## src/rtl/word_serializer32.sv

```systemverilog
// Parallel-to-serial converter: loads a WIDTH-bit word over valid/ready and streams it
// one bit per accepted cycle, flagging the final bit, with zero-bubble reload on the last bit.
module word_serializer32 #(
    parameter int WIDTH     = 32,
    parameter bit MSB_FIRST = 1'b1
) (
    input  logic             clk,
    input  logic             reset,
    input  logic             in_valid,
    output logic             in_ready,
    input  logic [WIDTH-1:0] in_data,
    output logic             out_valid,
    input  logic             out_ready,
    output logic             out_bit,
    output logic             out_last
);

    localparam int               CNT_W   = $clog2(WIDTH);
    localparam logic [CNT_W-1:0] CNT_TOP = CNT_W'(WIDTH - 1);

    typedef enum logic {
        IDLE  = 1'b0,
        SHIFT = 1'b1
    } state_t;

    state_t           state_q, state_d;
    logic [WIDTH-1:0] shift_q, shift_d;
    logic [WIDTH-1:0] shifted;
    logic [CNT_W-1:0] cnt_q, cnt_d;
    logic             load;
    logic             xfer;

    // The output end is always the bit presented on out_bit; shifting zero-fills behind it.
    generate
        if (MSB_FIRST) begin : g_msb
            assign shifted = {shift_q[WIDTH-2:0], 1'b0};
        end else begin : g_lsb
            assign shifted = {1'b0, shift_q[WIDTH-1:1]};
        end
    endgenerate

    always_ff @(posedge clk) begin
        if (reset) begin
            state_q <= IDLE;
            shift_q <= '0;
            cnt_q   <= '0;
        end else begin
            state_q <= state_d;
            shift_q <= shift_d;
            cnt_q   <= cnt_d;
        end
    end

    // A load on the last-bit edge takes priority, keeping the block in SHIFT with no gap.
    always_comb begin
        state_d = state_q;
        shift_d = shift_q;
        cnt_d   = cnt_q;
        if (load) begin
            shift_d = in_data;
            cnt_d   = CNT_TOP;
            state_d = SHIFT;
        end else if (xfer) begin
            shift_d = shifted;
            cnt_d   = cnt_q - CNT_W'(1);
            if (cnt_q == '0) begin
                state_d = IDLE;
            end
        end
    end

    always_comb begin
        out_valid = (state_q == SHIFT);
        out_bit   = MSB_FIRST ? shift_q[WIDTH-1] : shift_q[0];
        out_last  = (state_q == SHIFT) && (cnt_q == '0);
        in_ready  = !reset && ((state_q == IDLE) || (out_last && out_ready));
        load      = in_valid && in_ready;
        xfer      = out_valid && out_ready;
    end

endmodule

```

## config.mk

```make
export PLATFORM = sky130hd
export DESIGN_NAME = word_serializer32
export DESIGN_NICKNAME = d
export VERILOG_FILES = /design/src/rtl/word_serializer32.sv
export SDC_FILE = /design/constraint.sdc
export NUM_CORES = 1
export LEC_CHECK = 0
export ABC_CLOCK_PERIOD_IN_PS = 1800
export CORE_MARGIN = 2
export CORE_UTILIZATION = 45
export DETAILED_ROUTE_END_ITERATION = 7
export HOLD_SLACK_MARGIN = 0.06
export MAX_ROUTING_LAYER = met4
export PLACE_DENSITY = 0.8
export SYNTH_ARGS = -nofsm -noshare
export SYNTH_HDL_FRONTEND = slang
export SYNTH_SLANG_ARGS = --single-unit
```

## constraint.sdc

```tcl
create_clock -name clk -period 1.8 [get_ports clk]
set_clock_uncertainty 0.2 [all_clocks]
set_input_delay 0.36 -clock clk [delete_from_list [all_inputs] [get_ports clk]]
set_output_delay 0.36 -clock clk [all_outputs]
set_load 0.05 [all_outputs]
```

* Word level (Yosys, flattened, before mapping)
Index checks and enable logic that the tools add are counted.
** Storage, ports and cells
- Register bits after elaboration :: 38
- Output and inout port bits :: 4
- Word-level logic and storage cells :: 23
** Operators by class
- Add/sub/neg operators :: 1
- Multiplexer cells :: 7
- Bitwise logic cells :: 1
- Reduce and logical (&&, ||, !) cells :: 11
** Operator list (count)
- $mux W32 :: 2
- $mux W5 :: 2
- $logic_and A1 B1 Y1 :: 5
- $logic_not A5 Y1 :: 1
- $sub A5 B1 Y5 const B :: 1
- $reduce_bool A2 Y1 :: 2
- $mux W1 :: 3
- $reduce_and A2 Y1 :: 1
- $logic_not A1 Y1 :: 1
- $logic_or A1 B1 Y1 :: 1
- $not A1 Y1 :: 1

* Logic depth before layout (Yosys ltp)
- Depth after elaboration :: 8
- Gate-level depth with buffers :: 6

* Least setup slack after synthesis
No wires, ideal clock.
- Kind :: flip-flop to output port
- Start point :: register state_q, in the netlist out_valid
- End point :: output port out_last
- Data arrival time :: 2.312 ns
- Required time :: 1.240 ns
- Setup slack :: -1.072 ns
- Stages on the path, launching flop included :: 6
- Buffers on the path :: 3
- Path through :: dfxtp_1 > buf_2 > buf_2 > buf_2 > nand2_1 > nor3_1
** Between the ends
- Word-level cells in the longest chain between the ends :: 1
** RTL lines
- start, declared :: line 26 : state_t state_q, state_d;
- start signal, assigned :: line 48 : state_q <= state_d;
- $logic_and A1 B1 Y1 :: line 75 : out_last = (state_q == SHIFT) && (cnt_q == '0);
- end, declared :: line 15 : output logic out_last
Every way passes these cells.

* Worst setup path in the final report
- Start point :: register cnt_q[0]
- End point :: output port out_last
** Between the ends
- Word-level cells in the longest chain between the ends :: 2
** RTL lines
- start, declared :: line 29 : logic [CNT_W-1:0] cnt_q, cnt_d;
- start signal, assigned :: line 50 : cnt_q <= cnt_d;
- $logic_not A5 Y1 :: line 75
- $logic_and A1 B1 Y1 :: line 75
Every way passes these cells.

==> results.py <==
metrics = {
    "worst_setup_path": {
        "startpoint_type": "register",
        "cp-end-kind": "output port",
        "worstSetupPathType": "register to output port",
        "path_max_fanout": 4,
        "r2r_end": "shift_q[1]$_SDFFE_PP0P_",
        "rrSetupSlack_ps": -130,
        "cp.arrival_ps": 1410,
        "reg2reg_depth": 8,
        "required_ps": 1240,
        "r2r_start": "cnt_q[0]$_SDFFE_PP0P_",
    },
    "floorplanning": {
        "pin_count": 40,
        "coreArea_um2": 5110,
        "dieWidth_um": 76.5,
        "core.rowCount": 26,
        "dieHeight_um": 76.5,
        "die-area_um2": 5860,
        "initial_core_util_pct": 46.3,
    },
    "route": {
        "drc_errors": 0,
        "dr.pass1.iters": 5,
        "ant_nets": 0,
        "wl_mm": 5.43,
        "num_vias": 1996,
        "drt-initial-drc-count": 86,
        "viasPerCell": 5.25,
        "routedWlPerCell_um": 14.3,
    },
    "cells_and_area": {
        "layout.nets": 347,
        "seqCellArea_um2": 767,
        "area_growth_pct": 40.2,
        "final_cell_area_um2": 3320,
        "nFillCells": 408,
        "multi_input_area_um2": 1600,
        "drive_above_1_share_pct": 39.0,
        "layout.cells.non_filler": 380,
        "diodes": 0,
    },
    "global_routing": {
        "grt_pass1_vias": 1969,
        "overflow": 0,
        "grt_use_total_pct": 18.8,
        "antenna_found_initial": 0,
        "grt_pass1_wl_mm": 8.81,
        "grt_max_degree": 42,
    },
    "yosys": {
        "synth_warnings": 0,
        "ys_types": 29,
        "ys_seq_area_share_pct": 32.1,
        "syn_area_um2": 2370,
        "synth_seq_cells": 38,
        "syn_nets": 296,
        "syn_inst": 258,
        "synth.avg_cell_area_um2": 9.18,
    },
    "clocking": {
        "cts_hold_buf": 0,
        "clock_sink_count": 38,
        "clockRootBuffer": "clkbuf_8",
        "clk_pin_slew_ps": 70,
        "clockBufferDepth": 2,
        "insertion_delay_ps": 290,
        "cts_tree": "done",
        "htreeDepth": 2,
        "cts_made_buffers": 5,
    },
    "place": {
        "place_inst": 360,
        "portBuffers": 39,
        "dpl_cell_area_um2": 2950,
        "place.gp.congestion": 0.750,
        "dp_hpwl_mm": 3.32,
    },
    "job": {
        "drv_cap": 0,
    },
    "timing": {
        "worstMarginPinSlew_ps": 377,
        "slew_violations": 0,
        "timing.fmax_ghz": 0.507,
        "timing.final.crit_share_pct": 110,
        "hold_ws_ps": 214,
        "hold_violations": 0,
        "worst_slack_ps": -173,
        "period_needed_ps": 1970,
        "setup_viol_count_final": 26,
        "max_slew_margin_pct": 74.9,
        "tns_ps": -3100,
        "rsz0062_at_grt": "true",
    },
    "hold_path": {
        "holdPathStages": 2,
        "hold_class": "primary input to register",
        "holdCritStartpoint": "reset",
        "hold-path-endpoint": "cnt_q[0]$_SDFFE_PP0P_",
    },
    "pwr": {
        "powerDensity_nw_per_um2": 678,
        "power_leakage_nw": 1.31,
        "vdd_drop_max_mv": 0.359,
        "finalPower_mw": 2.25,
    },
    "run_status": {
        "status": "finished with violations",
        "violations": "negative setup slack",
    },
}
-- final cells by class --
class,instances,area share [%]
sequential,38,23.1
clock buffer,8,2.41
tap,70,2.64
timing repair buffer,70,23.2
multi-input combinational,191,48.3
inverter,3,0.339
-- logic make-up (layout without fill, tap and decap cells) --
family                   after synthesis  count (layout)  share of synthesized area (%)
AND/OR/NAND/NOR                       81              81                           19.8
buffers and inverters                 29              81                           6.13
XOR/XNOR                               2               2                          0.740
flip-flops                            38              38                           32.1
AO/OA/AOI/OAI                         74              74                           23.4
multiplexers                          32              32                           16.8
adder cells (fa/ha/maj)                2               2                           1.06
-- metal layers --
metal  GRT usage, %  routed length, um  vias up
met1           21.8               2410      931
met4           8.18                150        0
met5              -                  0        -
li1               -                  -     1005
met3           3.91                190       14
met2           31.6               2670       46
-- power by group --
part / switching, mW / total [mW] / internal, mW
clock: 0.286 / 0.561 / 0.275
sequential: 0.0456 / 0.961 / 0.915
combinational: 0.292 / 0.731 / 0.439
total: 0.623 / 2.25 / 1.63
-- critical path: stages (launching register included) --
cell,delay (ps)
dfxtp_2,330
inv_2,70
ha_4,120
nor2b_4,200
nand2_2,80
nor3_4,150
buf_12,160
-- synth_stat cells --
master | instances | area share, %
a21oi_1 | 34 | 7.2
nor3_1 | 1 | 0.21
mux2_4 | 10 | 6.3
buf_2 | 11 | 2.3
or3b_1 | 1 | 0.37
a31oi_2 | 1 | 0.53
mux2_2 | 21 | 10
o21ba_2 | 1 | 0.42
nand2b_1 | 1 | 0.26
nor2_1 | 1 | 0.16
nand3_1 | 33 | 7.0
or3_1 | 4 | 1.1
a31oi_1 | 3 | 0.79
a21bo_2 | 31 | 13
or2_2 | 1 | 0.26
inv_1 | 3 | 0.48
mux2i_1 | 1 | 0.42
a31o_4 | 1 | 0.74
nand2_1 | 4 | 0.63
dfxtp_1 | 38 | 32
clkbuf_1 | 11 | 1.7
buf_6 | 3 | 1.4
o21ai_0 | 3 | 0.63
xor2_1 | 2 | 0.74
ha_1 | 2 | 1.1
nor3b_4 | 1 | 0.79
nand3b_1 | 1 | 0.32
buf_1 | 1 | 0.16
nor2b_1 | 33 | 8.7
-- registers in the layout (all words and copies together), names as in the netlist --
name,flops
cnt_q,5
out_valid,1
shift_q,32
-- cells in the final DEF, fill, tap and decap left out, drive strengths merged --
| cell | instances |
|---|---|
| dfxtp | 38 |
| buf | 35 |
| a21oi | 34 |
| nand3 | 33 |
| clkdlybuf4s50 | 33 |
| nor2b | 33 |
| a21bo | 31 |
| mux2 | 31 |
| clkbuf | 10 |
| or3 | 4 |
| nand2 | 4 |
| a31oi | 4 |
| o21ai | 3 |
| inv | 3 |
| xor2 | 2 |
| ha | 2 |
| nor3b | 1 |
| nor2 | 1 |
| nor3 | 1 |
| a31o | 1 |
| nand2b | 1 |
| nand3b | 1 |
| mux2i | 1 |
| or2 | 1 |
| o21ba | 1 |
| or3b | 1 |
-- worst max-delay path by stage --
| stage | startpoint | endpoint |
|---|---|---|
| after floorplan | out_valid$_SDFFE_PP0P_ | out_last |
| after global placement | in_valid | shift_q[22]$_SDFFE_PP0P_ |
| after detailed placement | in_valid | shift_q[27]$_SDFFE_PP0P_ |
| after CTS | cnt_q[0]$_SDFFE_PP0P_ | out_last |
| after global routing | cnt_q[0]$_SDFFE_PP0P_ | out_last |
| final | cnt_q[0]$_SDFFE_PP0P_ | out_last |
-- per-stage QoR --
step	worst slack [ps]	utilization, %
6_report	-173	65.0
5_1_grt	-245	65.0
4_1_cts	-185	62.3
3_5_place_dp	-288	57.7
3_3_place_gp	-257	57.7
2_1_floorplan	-70.7	-
-- timing repair --
action | CTS | global route
setup endpoints to repair | 34 | 34
cloned | 2 | 2
pin swaps | 4 | 2
buffers inserted | 7 | 2
gates resized for setup | 12 | 25
Power figures use the tool's default switching activity.
